### config.mk
export PLATFORM = sky130hd
export DESIGN_NAME = retire_timer_ctrl
export DESIGN_NICKNAME = d
export VERILOG_FILES = /design/src/rtl/retire_timer_ctrl.sv
export SDC_FILE = /design/constraint.sdc
export NUM_CORES = 1
export LEC_CHECK = 0
export ABC_AREA = 1
export CORE_MARGIN = 4
export CORE_UTILIZATION = 45
export DETAILED_ROUTE_END_ITERATION = 16
export GPL_ROUTABILITY_DRIVEN = 0
export PLACE_DENSITY = 0.78
export SLEW_MARGIN = 20
export SYNTH_ARGS = -nofsm -noshare
export SYNTH_HDL_FRONTEND = slang
export SYNTH_SLANG_ARGS = --single-unit
### constraint.sdc
create_clock -name clk -period 3.24 [get_ports clk]
set_clock_uncertainty 0.05 [all_clocks]
set_input_delay 0.486 -clock clk [delete_from_list [all_inputs] [get_ports clk]]
set_output_delay 0.486 -clock clk [all_outputs]
set_load 0.1 [all_outputs]
### src/rtl/retire_timer_ctrl.sv
// retire_timer_ctrl: memory-mapped controller for the 64-bit retire-driven timer.
// Owns mtime/mtimecmp. 64-bit values cross the 32-bit register bus as a lo write into a
// staging register followed by a hi write that commits both halves on one edge.
// Reading MTIME_LO snapshots the upper half so that a following MTIME_HI read is tear-free.
//
// Optional build macro: TIMER_PRESCALE_EN adds a PRESCALE divider at offset 0x18.
//
// Ports:
//   clk, rst      clock, synchronous active-high reset
//   tick_in       one count event per cycle (instruction retired / atomic completing)
//   req_*         register bus request (valid/ready, write, byte addr, wdata, wmask)
//   resp_*        one-cycle response pulse with read data and unmapped-address error
//   mtime_o       current 64-bit count
//   irq           registered timer interrupt level
module retire_timer_ctrl #(
  parameter logic [63:0] RESET_CMP  = 64'hFFFF_FFFF_FFFF_FFFF,
  parameter int unsigned PRESCALE_W = 16
) (
  input  logic        clk,
  input  logic        rst,
  input  logic        tick_in,
  input  logic        req_valid,
  output logic        req_ready,
  input  logic        req_write,
  input  logic [4:0]  req_addr,
  input  logic [31:0] req_wdata,
  input  logic [3:0]  req_wmask,
  output logic        resp_valid,
  output logic [31:0] resp_rdata,
  output logic        resp_err,
  output logic [63:0] mtime_o,
  output logic        irq
);

  typedef enum logic [0:0] {StIdle, StResp} state_e;
  state_e state_q, state_d;

  logic [63:0] mtime_q, mtime_d;
  logic [63:0] cmp_q, cmp_d;
  logic [31:0] mstage_q, mstage_d;   // MTIME_LO staging
  logic [31:0] cstage_q, cstage_d;   // CMP_LO staging
  logic [31:0] shadow_q, shadow_d;   // mtime[63:32] snapshot taken on MTIME_LO read
  logic [1:0]  ctrl_q, ctrl_d;
  logic [31:0] rdata_q, rdata_d;
  logic        err_q, err_d;
  logic        irq_q, irq_d;

  logic        accept;
  logic [2:0]  word;
  logic        cnt_en, irq_en, match, count_tick;

  assign accept = req_valid & req_ready;
  assign word   = req_addr[4:2];
  assign cnt_en = ctrl_q[0];
  assign irq_en = ctrl_q[1];
  assign match  = mtime_q >= cmp_q;

  function automatic logic [31:0] merge(input logic [31:0] old_v, input logic [31:0] new_v,
                                        input logic [3:0] mask);
    logic [31:0] res;
    for (int i = 0; i < 4; i++) begin
      res[8*i +: 8] = mask[i] ? new_v[8*i +: 8] : old_v[8*i +: 8];
    end
    return res;
  endfunction

`ifdef TIMER_PRESCALE_EN
  logic [PRESCALE_W-1:0] prescale_q, prescale_d;
  logic [PRESCALE_W-1:0] div_q, div_d;
  logic                  prescale_wr;
  logic [31:0]           prescale_merged;

  assign prescale_wr     = accept & req_write & (word == 3'd6);
  assign count_tick      = tick_in & (div_q == prescale_q);
  assign prescale_merged = merge(32'(prescale_q), req_wdata, req_wmask);

  always_comb begin
    prescale_d = prescale_q;
    div_d      = div_q;
    if (prescale_wr) begin
      prescale_d = prescale_merged[PRESCALE_W-1:0];
    end
    if (!cnt_en || prescale_wr) begin
      div_d = '0;
    end else if (tick_in) begin
      div_d = count_tick ? '0 : div_q + 1'b1;
    end
  end

  always_ff @(posedge clk) begin
    if (rst) begin
      prescale_q <= '0;
      div_q      <= '0;
    end else begin
      prescale_q <= prescale_d;
      div_q      <= div_d;
    end
  end
`else
  assign count_tick = tick_in;
`endif

  // FSM: state register / next state / outputs
  always_ff @(posedge clk) begin
    if (rst) state_q <= StIdle;
    else     state_q <= state_d;
  end

  always_comb begin
    state_d = state_q;
    unique case (state_q)
      StIdle: if (accept) state_d = StResp;
      StResp: state_d = StIdle;
      default: state_d = StIdle;
    endcase
  end

  always_comb begin
    req_ready  = (state_q == StIdle);
    resp_valid = (state_q == StResp);
  end

  // Datapath next state; a hi commit is applied after the count so it wins on the same edge.
  always_comb begin
    mtime_d  = mtime_q;
    cmp_d    = cmp_q;
    mstage_d = mstage_q;
    cstage_d = cstage_q;
    shadow_d = shadow_q;
    ctrl_d   = ctrl_q;
    rdata_d  = rdata_q;
    err_d    = err_q;
    irq_d    = irq_en & match;

    if (cnt_en && count_tick) begin
      mtime_d = mtime_q + 64'd1;
    end

    if (accept) begin
      rdata_d = '0;
      err_d   = 1'b0;
      if (req_write) begin
        case (word)
          3'd0: mstage_d = merge(mstage_q, req_wdata, req_wmask);
          3'd1: mtime_d  = {merge(mtime_q[63:32], req_wdata, req_wmask), mstage_q};
          3'd2: cstage_d = merge(cstage_q, req_wdata, req_wmask);
          3'd3: cmp_d    = {merge(cmp_q[63:32], req_wdata, req_wmask), cstage_q};
          3'd4: begin
            ctrl_d = merge({30'd0, ctrl_q}, req_wdata, req_wmask) & 32'h3;
          end
          3'd7: err_d = 1'b1;
          default: ;
        endcase
      end else begin
        case (word)
          3'd0: begin
            rdata_d  = mtime_q[31:0];
            shadow_d = mtime_q[63:32];
          end
          3'd1: rdata_d = shadow_q;
          3'd2: rdata_d = cmp_q[31:0];
          3'd3: rdata_d = cmp_q[63:32];
          3'd4: rdata_d = {30'd0, ctrl_q};
          3'd5: rdata_d = {31'd0, match};
`ifdef TIMER_PRESCALE_EN
          3'd6: rdata_d = 32'(prescale_q);
`endif
          3'd7: err_d = 1'b1;
          default: ;
        endcase
      end
    end
  end

  always_ff @(posedge clk) begin
    if (rst) begin
      mtime_q  <= '0;
      cmp_q    <= RESET_CMP;
      mstage_q <= '0;
      cstage_q <= '0;
      shadow_q <= '0;
      ctrl_q   <= '0;
      rdata_q  <= '0;
      err_q    <= 1'b0;
      irq_q    <= 1'b0;
    end else begin
      mtime_q  <= mtime_d;
      cmp_q    <= cmp_d;
      mstage_q <= mstage_d;
      cstage_q <= cstage_d;
      shadow_q <= shadow_d;
      ctrl_q   <= ctrl_d;
      rdata_q  <= rdata_d;
      err_q    <= err_d;
      irq_q    <= irq_d;
    end
  end

  assign resp_rdata = rdata_q;
  assign resp_err   = err_q;
  assign mtime_o    = mtime_q;
  assign irq        = irq_q;

endmodule

==> results.cfg <==
[outcome]
run_status = finished clean

[logic_synthesis]
ys_ff_latch = 261
syn_nets = 2053
syn_area_sq_um = 13800
yosysWarnings = 0
ys_types = 47
ys_seq_area_frac = 0.379
synth_edf_count = 0
synthFlopType = dfxtp_1
syn_avg_cell_area_sq_um = 7.10
async_flop_share = 0
synth_cells = 1942

[die]
die_area_sq_um = 33500
die_y_um = 183
initial_utilization = 0.460
ios = 146
die_w_um = 183
core_sq_um = 30000
fp-row-count = 63

[sta]
finalHoldViolCount = 0
slew_headroom = 0.303
slew_violations = 0
rsz0062_at_grt = no
period_needed_ns = 2.62
max_freq_ghz = 0.382
finalSetupViolCount = 0
tns_ns = 0
period_share = 0.809
hold_ws_ns = 0.398
worst_pin_slew_ns = 1.05

[pwr]
clkPwrFrac = 0.451
p_int_w = 0.00543
p_comb_frac = 0.095
p_sw_w = 0.00188
powerDensity_nw_per_um2 = 446
ir_drop_uv = 355
power.leakage_nw = 7.60
p_sw_frac = 0.257
seqPwrFrac = 0.454

[detailed_routing]
drt_drc_violations_left = 0
vias = 14400
drt_iter0_markers = 2035
wl_per_cell_um = 19.5
wirelength_um = 48100
antenna_left = 0
drt_first_pass_iters = 6
via_per_inst = 5.82

[cells_and_area]
nets = 2176
final_core_util = 0.546
syn_to_final_growth_pct = 18.7
antenna_cells = 0
drive_above_1_share = 0.111
fin_cells = 2474
finalInstanceArea_sq_um = 16400

[worst_setup_path]
end_kind = flip-flop
critPathArrivalTime_ns = 3.04
start_kind = input pin
critPathMaxFanout = 20
worstPathRequired_ns = 3.66
crit_type = input pin to flip-flop

[cts]
cts_resized = 0
clk_pin_slew_ns = 0.07
cts.root.buffer_cell = clkbuf_16
clk_latency_ns = 0.55
cts-htree-levels = 1
postCtsSetupRepairBufs = 0
cts_tree = done
ctsHoldBuffers = 0
cts.sinks = 261
clk_path_buf_depth = 3
numCtsBuffers = 27

[global_routing]
antenna_found_initial = 1
grt_pass1_vias = 13200
grt_first_pass_wirelength_um = 73300
grt_remaining_overflow = 0
track_usage = 0.275
grt_max_degree = 88

[run]
cap_violations = 0

[min_path]
min-delay-path-class = flip-flop to flip-flop

[placed_design]
dpl_cell_area_sq_um = 15400
place_inst = 2426
hpwl_um = 36300
io_buffer_count = 143
## placed cells by master (no fill, tap or decap), types with 5 or more instances in the layout
| cell | n |
|---|---|
| a22o_1 | 8 |
| nor3_1 | 26 |
| buf_4 | 132 |
| o221ai_1 | 10 |
| clkbuf_8 | 6 |
| xor2_1 | 35 |
| nand4_1 | 35 |
| nand2_1 | 401 |
| a21oi_1 | 184 |
| nor2_2 | 6 |
| nand2_2 | 8 |
| ha_1 | 65 |
| clkdlybuf4s50_1 | 45 |
| nor3_2 | 9 |
| nor2_1 | 158 |
| clkbuf_1 | 7 |
| dfxtp_1 | 261 |
| o21ai_0 | 213 |
| nor4_1 | 8 |
| o22ai_1 | 37 |
| inv_2 | 6 |
| o211ai_1 | 60 |
| nor3_4 | 5 |
| nand3_1 | 45 |
| clkbuf_16 | 27 |
| inv_1 | 237 |
| nor2_4 | 6 |
## cells in the mapped netlist, types with 4 or more instances
cell type | instances | area (sq um)
nand2_1 | 401 | 1510
dfxtp_1 | 261 | 5230
inv_1 | 238 | 893
o21ai_0 | 213 | 1070
a21oi_1 | 185 | 926
nor2_1 | 159 | 597
ha_1 | 65 | 813
clkbuf_1 | 64 | 240
o211ai_1 | 60 | 450
nand3_1 | 45 | 225
o22ai_1 | 37 | 231
nand4_1 | 35 | 219
xor2_1 | 35 | 307
nor3_1 | 26 | 130
buf_2 | 18 | 90.1
o221ai_1 | 10 | 87.6
nor3_2 | 9 | 90.1
a22o_1 | 8 | 70.1
nand2_2 | 8 | 50.1
nor4_1 | 8 | 50.1
inv_2 | 6 | 22.5
nor2_4 | 6 | 67.6
nor2_2 | 5 | 31.3
nor3_4 | 5 | 81.3
nand3_2 | 4 | 40.0
## stage by stage
stage / total power, W / setup WS (ns)
global placement: 0.00405 / 0.323
CTS: 0.00731 / 0.652
finish: 0.00730 / 0.619
floorplan: 0.00380 / 0.378
detailed placement: 0.00406 / 0.298
global route: 0.00749 / 0.549
## layout make-up
type	count	area, sq um
Fill cell	2821	13600
Tap cell	390	488
Sequential cell	261	5230
Timing Repair Buffer	181	1520
Clock inverter	8	145
Multi-Input combinational cell	1350	7280
Inverter	244	918
Clock buffer	40	785
## critical path, stage by stage
cell,delay [ns]
clkdlybuf4s50_1,0.67
inv_1,0.16
nor2_1,0.29
nand2_2,0.39
nor2_1,0.69
nand2_1,0.14
a21oi_1,0.20
## worst paths after layout
check	from	end	slack, ns	cells past startpoint
setup / recovery	req_write	mtime_o[52]	0.62	7
hold / removal	shadow_q[4]	shadow_q[4]	0.40	2
setup reg to reg	mtime_o[0]	mtime_o[42]	0.69	11
hold reg to reg	shadow_q[4]	shadow_q[4]	0.40	2
## layer usage
layer | vias to the layer above | part of all wire | GRT usage
met2 | 893 | 0.42 | 0.412
met4 | 0 | 0.049 | 0.118
met1 | 6585 | 0.41 | 0.379
li1 | 6744 | - | -
met5 | - | 0 | 0
met3 | 165 | 0.13 | 0.0662
## sequential cells by signal, summed over array words and instances (netlist names)
signal      flops
irq             1
mtime_o        64
shadow_q       32
resp_valid      1
resp_err        1
mstage_q       32
ctrl_q          2
cmp_q          64
cstage_q       32
resp_rdata     32
## power by group through the flow
stage	combinational, W	clock (W)	sequential, W
after global routing	0.000728	0.00344	0.00332
after floorplan	0.000249	0	0.00355
after detailed placement	0.000673	0	0.00339
after global placement	0.000665	0	0.00339
after CTS	0.000676	0.00331	0.00332
final	0.000690	0.00329	0.00332
## cells by family (layout without fill, tap and decap cells)
kind of cell               Yosys count  count (layout)  synth area share
and+or+nand+nor                    723             723             0.233
AOI/OAI and AO/OA                  525             525             0.212
buffers and inverters              331             473            0.0931
DFF                                261             261             0.379
adders and majority gates           65              65            0.0590
xor gates and xnor gates            37              37            0.0235
Note: power is estimated with default switching activity, not from simulation.
